==> config.mk <==
export PLATFORM = sky130hd
export DESIGN_NAME = reg_file_flat
export DESIGN_NICKNAME = d
export VERILOG_FILES = /design/src/rtl/reg_file_if.sv /design/src/rtl/reg_file.sv /design/src/flat_wrapper.sv
export SDC_FILE = /design/constraint.sdc
export NUM_CORES = 2
export LEC_CHECK = 0
export ABC_CLOCK_PERIOD_IN_PS = 40700
export BUFFER_PORTS_ARGS = -buffer_cell sky130_fd_sc_hd__buf_2
export CAP_MARGIN = 10
export CORE_MARGIN = 8
export CORE_UTILIZATION = 28
export DETAILED_ROUTE_END_ITERATION = 12
export HOLD_SLACK_MARGIN = 0.1
export PLACE_DENSITY = 0.4
export RECOVER_POWER = 100
export SLEW_MARGIN = 20
export SYNTH_ARGS = -nofsm -noshare
export SYNTH_HDL_FRONTEND = slang
export SYNTH_SLANG_ARGS = --single-unit
==> constraint.sdc <==
create_clock -name clk -period 40.7 [get_ports clk]
set_clock_uncertainty 0.1 [all_clocks]
set_input_delay 8.14 -clock clk [delete_from_list [all_inputs] [get_ports clk]]
set_output_delay 8.14 -clock clk [all_outputs]
set_load 0.005 [all_outputs]
==> src/rtl/reg_file_if.sv <==
// Register-file access bundle between the datapath (master) and reg_file (slave).
// Carries two combinational read ports, one clocked write port and a debug read port.
//   rs_addr/rs_data : read port A (ALU in1)
//   rt_addr/rt_data : read port B (ALU in2 mux)
//   we/rd_addr/wd   : write port (RegWrite, muxed write index, write data)
//   dbg_addr/dbg_data : debug read port, never bypassed
interface reg_file_if #(
  parameter int unsigned DATA_W = 32,
  parameter int unsigned ADDR_W = 5
);
  logic [ADDR_W-1:0] rs_addr;
  logic [ADDR_W-1:0] rt_addr;
  logic [DATA_W-1:0] rs_data;
  logic [DATA_W-1:0] rt_data;
  logic              we;
  logic [ADDR_W-1:0] rd_addr;
  logic [DATA_W-1:0] wd;
  logic [ADDR_W-1:0] dbg_addr;
  logic [DATA_W-1:0] dbg_data;

  modport master (
    output rs_addr, rt_addr, we, rd_addr, wd, dbg_addr,
    input  rs_data, rt_data, dbg_data
  );

  modport slave (
    input  rs_addr, rt_addr, we, rd_addr, wd, dbg_addr,
    output rs_data, rt_data, dbg_data
  );
endinterface

==> src/rtl/reg_file.sv <==
// 32-entry MIPS general-purpose register file.
// Ports:
//   clk : system clock, rising edge
//   rst : asynchronous reset, active-high; clears all entries, loads $sp with SP_INIT
//   rf  : reg_file_if.slave - rs/rt read ports, write port, debug read port
// Entry 0 is not stored and reads 0 on every port. Reads are combinational.
// Optional macro REGFILE_BYPASS_EN: forward wd to rs_data/rt_data when the
// write index matches the read index in the same cycle (dbg_data never bypassed).
module reg_file #(
  parameter int unsigned          DATA_W  = 32,
  parameter int unsigned          ADDR_W  = 5,
  parameter int unsigned          SP_IDX  = 29,
  parameter logic [DATA_W-1:0]    SP_INIT = 32'h0000_03FC
) (
  input  logic      clk,
  input  logic      rst,
  reg_file_if.slave rf
);

  localparam int unsigned DEPTH = 2 ** ADDR_W;

  // Storage for entries 1..DEPTH-1; $zero has no flops.
  logic [DATA_W-1:0] mem_q [1:DEPTH-1];

  logic wr_hit;

  assign wr_hit = rf.we && (rf.rd_addr != '0);

  // Reset loads the power-on image; otherwise a single write per edge.
  always_ff @(posedge clk or posedge rst) begin
    if (rst) begin
      for (int unsigned i = 1; i < DEPTH; i++) begin
        mem_q[ADDR_W'(i)] <= (i == SP_IDX) ? SP_INIT : '0;
      end
    end else if (wr_hit) begin
      mem_q[rf.rd_addr] <= rf.wd;
    end
  end

  logic [DATA_W-1:0] rs_store;
  logic [DATA_W-1:0] rt_store;

  // Stored contents, with address 0 forced to zero.
  assign rs_store    = (rf.rs_addr  == '0) ? '0 : mem_q[rf.rs_addr];
  assign rt_store    = (rf.rt_addr  == '0) ? '0 : mem_q[rf.rt_addr];
  assign rf.dbg_data = (rf.dbg_addr == '0) ? '0 : mem_q[rf.dbg_addr];

`ifdef REGFILE_BYPASS_EN
  logic rs_byp;
  logic rt_byp;

  // Write-through forwarding; held off during reset so reads show the reset image.
  assign rs_byp     = !rst && wr_hit && (rf.rd_addr == rf.rs_addr);
  assign rt_byp     = !rst && wr_hit && (rf.rd_addr == rf.rt_addr);
  assign rf.rs_data = rs_byp ? rf.wd : rs_store;
  assign rf.rt_data = rt_byp ? rf.wd : rt_store;
`else
  assign rf.rs_data = rs_store;
  assign rf.rt_data = rt_store;
`endif

endmodule
==> src/flat_wrapper.sv <==
// flat-port wrapper written by rule: the top's interface ports become plain ports
module reg_file_flat 
#(
  parameter int unsigned          DATA_W  = 32,
  parameter int unsigned          ADDR_W  = 5,
  parameter int unsigned          SP_IDX  = 29,
  parameter logic [DATA_W-1:0]    SP_INIT = 32'h0000_03FC
)
  (clk, rst, rf_rs_addr, rf_rt_addr, rf_we, rf_rd_addr, rf_wd, rf_dbg_addr, rf_rs_data, rf_rt_data, rf_dbg_data);
  reg_file_if #(.DATA_W(DATA_W), .ADDR_W(ADDR_W)) rf_i ();
  input  logic clk;
  input  logic rst;
  input wire logic [$bits(rf_i.rs_addr)-1:0] rf_rs_addr;
  input wire logic [$bits(rf_i.rt_addr)-1:0] rf_rt_addr;
  input wire logic [$bits(rf_i.we)-1:0] rf_we;
  input wire logic [$bits(rf_i.rd_addr)-1:0] rf_rd_addr;
  input wire logic [$bits(rf_i.wd)-1:0] rf_wd;
  input wire logic [$bits(rf_i.dbg_addr)-1:0] rf_dbg_addr;
  output wire logic [$bits(rf_i.rs_data)-1:0] rf_rs_data;
  output wire logic [$bits(rf_i.rt_data)-1:0] rf_rt_data;
  output wire logic [$bits(rf_i.dbg_data)-1:0] rf_dbg_data;
  assign rf_i.rs_addr = rf_rs_addr;
  assign rf_i.rt_addr = rf_rt_addr;
  assign rf_i.we = rf_we;
  assign rf_i.rd_addr = rf_rd_addr;
  assign rf_i.wd = rf_wd;
  assign rf_i.dbg_addr = rf_dbg_addr;
  assign rf_rs_data = rf_i.rs_data;
  assign rf_rt_data = rf_i.rt_data;
  assign rf_dbg_data = rf_i.dbg_data;
  reg_file #(.DATA_W(DATA_W), .ADDR_W(ADDR_W), .SP_IDX(SP_IDX), .SP_INIT(SP_INIT)) u_core (.clk(clk), .rst(rst), .rf(rf_i));
endmodule
==> impl_results.md <==
* Syn-to-layout area delta at 9.90%
* Setup Crit Path Kind: primary input to output port
* Die width at 486 um
* Hold Path Depth at 1
* Worst slew pin tran at 8.17 ns
* WP data arrival at 19.39 ns
* Async SR Flop Fraction at 100%
* Synth Area in Adders at 0%
* Synthesized cell area at 61800 um2
* Final net count at 4845
* Largest family of logic cells by synthesized area: multiplexers
* Compound-gate portion of the synthesized area at 8.60%
* Fin area at 67900 um2
* Violated checks: capacitance limit, slew limit
* Post-synthesis area per instance at 12.5 um2
* Pwr Total at 3.25 mW
* Synth warnings at 0
* Worst setup margin at 13.07 ns
* DRT Pass-1 Iters at 5
* Area post-placement at 64600 um2
* CTS tree: built
* Unique masters post-synth at 45
* Critical Path End Type: output port
* Postcts setup bufs at 0
* TritonCTS Buffers at 120
* Largest reg by FF count: u_core.mem_q
* # Max-Cap Violations at 67
* Maximum VDD drop at 0.0311 mV
* Core Rows at 172
* Clock Sinks at 992
* RSZ-0062 raised after global routing: false
* Flop pwr share at 42.3%
* Met3 routed WL at 12700 um
* Reg2Reg Depth at 1
* Initial core utilization at 28.2%
* Clock Latency Late Sink at 0.75 ns
* Pre-CTS setup slack at 19.86 ns
* Setup_tns at 0 ns
* Max reg flops at 992
* Largest regs: u_core.mem_q: 992 flops
* Mux share of post-synthesis cell area at 42.6%
* P per Cell Area at 47.9 nW/um2
* Fill count at 22300
* Routed Antenna Nets at 0
* GRT Total Usage at 21.3%
* Synth Area in Simple Gates at 3.93%
* Mapped Cells at 4957
* Share of power burned in combinational logic at 23.5%
* Largest net degree at the start of global routing at 142
* Max clock buf depth at 3
* H-tree depth at 3
* Max-Slew Margin vs Limit at -445%
* Register area share after synthesis at 40.2%
* Startpoint Class: primary input
* Metal-1 WL at 118000 um
* Synth Register Bits at 992
* Layout cell share with drive strength beyond 1 at 36.9%
* Root Buffer: clkbuf_16
* Sw power at 1.01 mW
* Die area at 236000 um2
* DR vias at 44900
* Final Hold Violating Endpoints at 0
* Critical Path Fanout Max at 73
* P_leak at 29.1 nW
* Initial antenna violation count at 15
* Syn_nets at 5012
* Peak Freq at 36.2 MHz
* Uppermost layer routed: met5
* Vias in the first global route at 46100
* Tcrit/Tclk final at 67.9%
* Global-route wire length before repair at 368000 um
* Length of routed met2 wiring at 120000 um
* P_int at 2.24 mW
* Routability cong. at 0.784
* IO buf count at 150
* Count of final setup violators at 0
* Detail Placement HPWL at 148000 um
* Ports at 151
* CP Data Required Time at 32.46 ns
* Most used DFF post-synth: dfrtp_1
* Clock transition at path regs at 0.06 ns
* WHS at 0.443 ns
* Post-synth EDFFs at 0
* HP Class: flop to flop
* Die H at 486 um
* Clock power share at 34.2%
* Status: finished with violations
* Post-DR vias/cell at 5.79
* DR WL/cell at 33.7 um
* Grt ovf at 0
* Post-synthesis xor/xnor area fraction at 0%
* Initial drt markers at 3462
* Max-slew violation count at 2565
* Final min period at 27.63 ns
* Post_cts resized at 0
* Core box area at 220000 um2
* Switching share of power at 31.1%
* Drt drc at 0
* Drt total wl at 261000 um
* Post-CTS Hold Buffers at 0
-- per-stage QoR --
step                std cells  utilization [%]
finish                   7761             31.0
global route             7760             31.0
CTS                      7755             31.2
detailed placement       7539             29.4
global placement         7538             29.4
floorplan                4957                -
-- power by group through the flow --
stage          Clock, mW  Combinational, mW  Sequential [mW]
2_1_floorplan          0              0.584             1.33
3_3_place_gp           0              0.759             1.38
3_5_place_dp           0              0.768             1.39
4_1_cts             1.15              0.769             1.37
5_1_grt             1.18              0.820             1.41
6_report            1.11              0.764             1.38
-- synth_stat cells, types with 2 or more instances --
cell / count / share of area (%)
a211oi_1: 83 / 1.0
a211oi_2: 11 / 0.22
a21oi_1: 32 / 0.26
a221o_1: 32 / 0.52
a221oi_1: 62 / 0.88
a22oi_1: 96 / 1.2
and2_0: 2 / 0.020
and2b_1: 2 / 0.024
buf_1: 28 / 0.17
buf_12: 2 / 0.065
buf_2: 202 / 1.6
buf_4: 82 / 1.0
buf_6: 25 / 0.46
buf_8: 5 / 0.12
clkbuf_1: 200 / 1.2
dfrtp_1: 984 / 40
dfstp_2: 8 / 0.34
mux2_1: 10 / 0.18
mux2_2: 1206 / 22
mux2i_1: 834 / 14
mux4_2: 192 / 7.0
nand2_1: 23 / 0.14
nand2b_1: 10 / 0.10
nand3_1: 4 / 0.032
nand3b_1: 8 / 0.097
nor2_1: 15 / 0.091
nor2_2: 4 / 0.040
nor2b_1: 39 / 0.39
nor3_1: 193 / 1.6
nor3b_1: 4 / 0.049
nor4_1: 8 / 0.081
nor4_2: 24 / 0.49
nor4b_1: 2 / 0.028
o2111a_1: 2 / 0.036
o22ai_1: 446 / 4.5
or2_2: 6 / 0.061
or3_1: 62 / 0.63
or3b_2: 2 / 0.028
-- cell families (layout without fill, tap and decap cells) --
| group | count (synthesis) | after routing |
|---|---|---|
| and+or+nand+nor | 414 | 414 |
| AOI/OAI and AO/OA | 764 | 764 |
| other | 0 | 6 |
| muxes | 2242 | 2242 |
| DFF | 992 | 992 |
| buffers and inverters | 545 | 472 |
-- cells in the final DEF, fill, tap and decap left out, types with 4 or more instances in the layout --
cell,n
clkbuf_16,123
dfstp_2,8
clkinv_2,22
mux2_2,1206
nand3b_1,8
o22ai_1,446
dfrtp_1,984
bufinv_16,7
buf_2,88
or3_1,62
a221oi_1,62
buf_4,55
nor2_4,8
nor3b_1,4
a211oi_1,91
mux2i_1,834
a22oi_1,96
nand2_2,10
nand2_1,12
a21oi_1,32
nor4_2,5
mux4_2,192
nor2_1,11
clkbuf_8,34
nand2b_4,6
nor2b_4,5
mux2_1,10
nor3_1,193
clkbuf_1,132
a221o_1,32
diode_2,6
nand3_1,4
nor4_1,27
nor2b_1,34
-- final timing paths --
path	slack [ns]	startpoint	to
setup / recovery	13.07	rf_dbg_addr[0]	rf_dbg_data[9]
hold / removal	0.44	u_core.mem_q[352]$_DFFE_PP0P_	u_core.mem_q[352]$_DFFE_PP0P_
setup reg to reg	39.76	u_core.mem_q[166]$_DFFE_PP0P_	u_core.mem_q[166]$_DFFE_PP0P_
hold reg to reg	0.44	u_core.mem_q[352]$_DFFE_PP0P_	u_core.mem_q[352]$_DFFE_PP0P_
max in group asynchronous	17.31	rst	u_core.mem_q[574]$_DFFE_PP0P_
min in group asynchronous	9.03	rst	u_core.mem_q[36]$_DFFE_PP0P_
-- metal layers --
metal | vias up | global-route usage, %
met5 | - | 0
met4 | 2 | 8.06
met3 | 504 | 2.95
met2 | 1540 | 34.2
met1 | 23900 | 29.3
li1 | 19000 | -
-- layout make-up --
cell class	count	area [um2]	area share, %
Timing Repair Buffer	255	1360	2.01
Clock buffer	184	3650	5.37
Clock inverter	32	347	0.510
Sequential cell	992	24800	36.5
Antenna cell	6	15.0	0.0221
Inverter	1	5.00	0.00737
Multi-Input combinational cell	3420	34100	50.3
Tap cell	2871	3590	5.29
-- critical path: stages --
cell and delay [ns]:
clkbuf_1 4.58, clkbuf_1 2.49, or3b_2 0.48, clkbuf_1 1.80
o22ai_1 0.32, or3_1 0.40, a211oi_1 0.85, clkbuf_1 0.20
(Power assumes the default switching activity.)
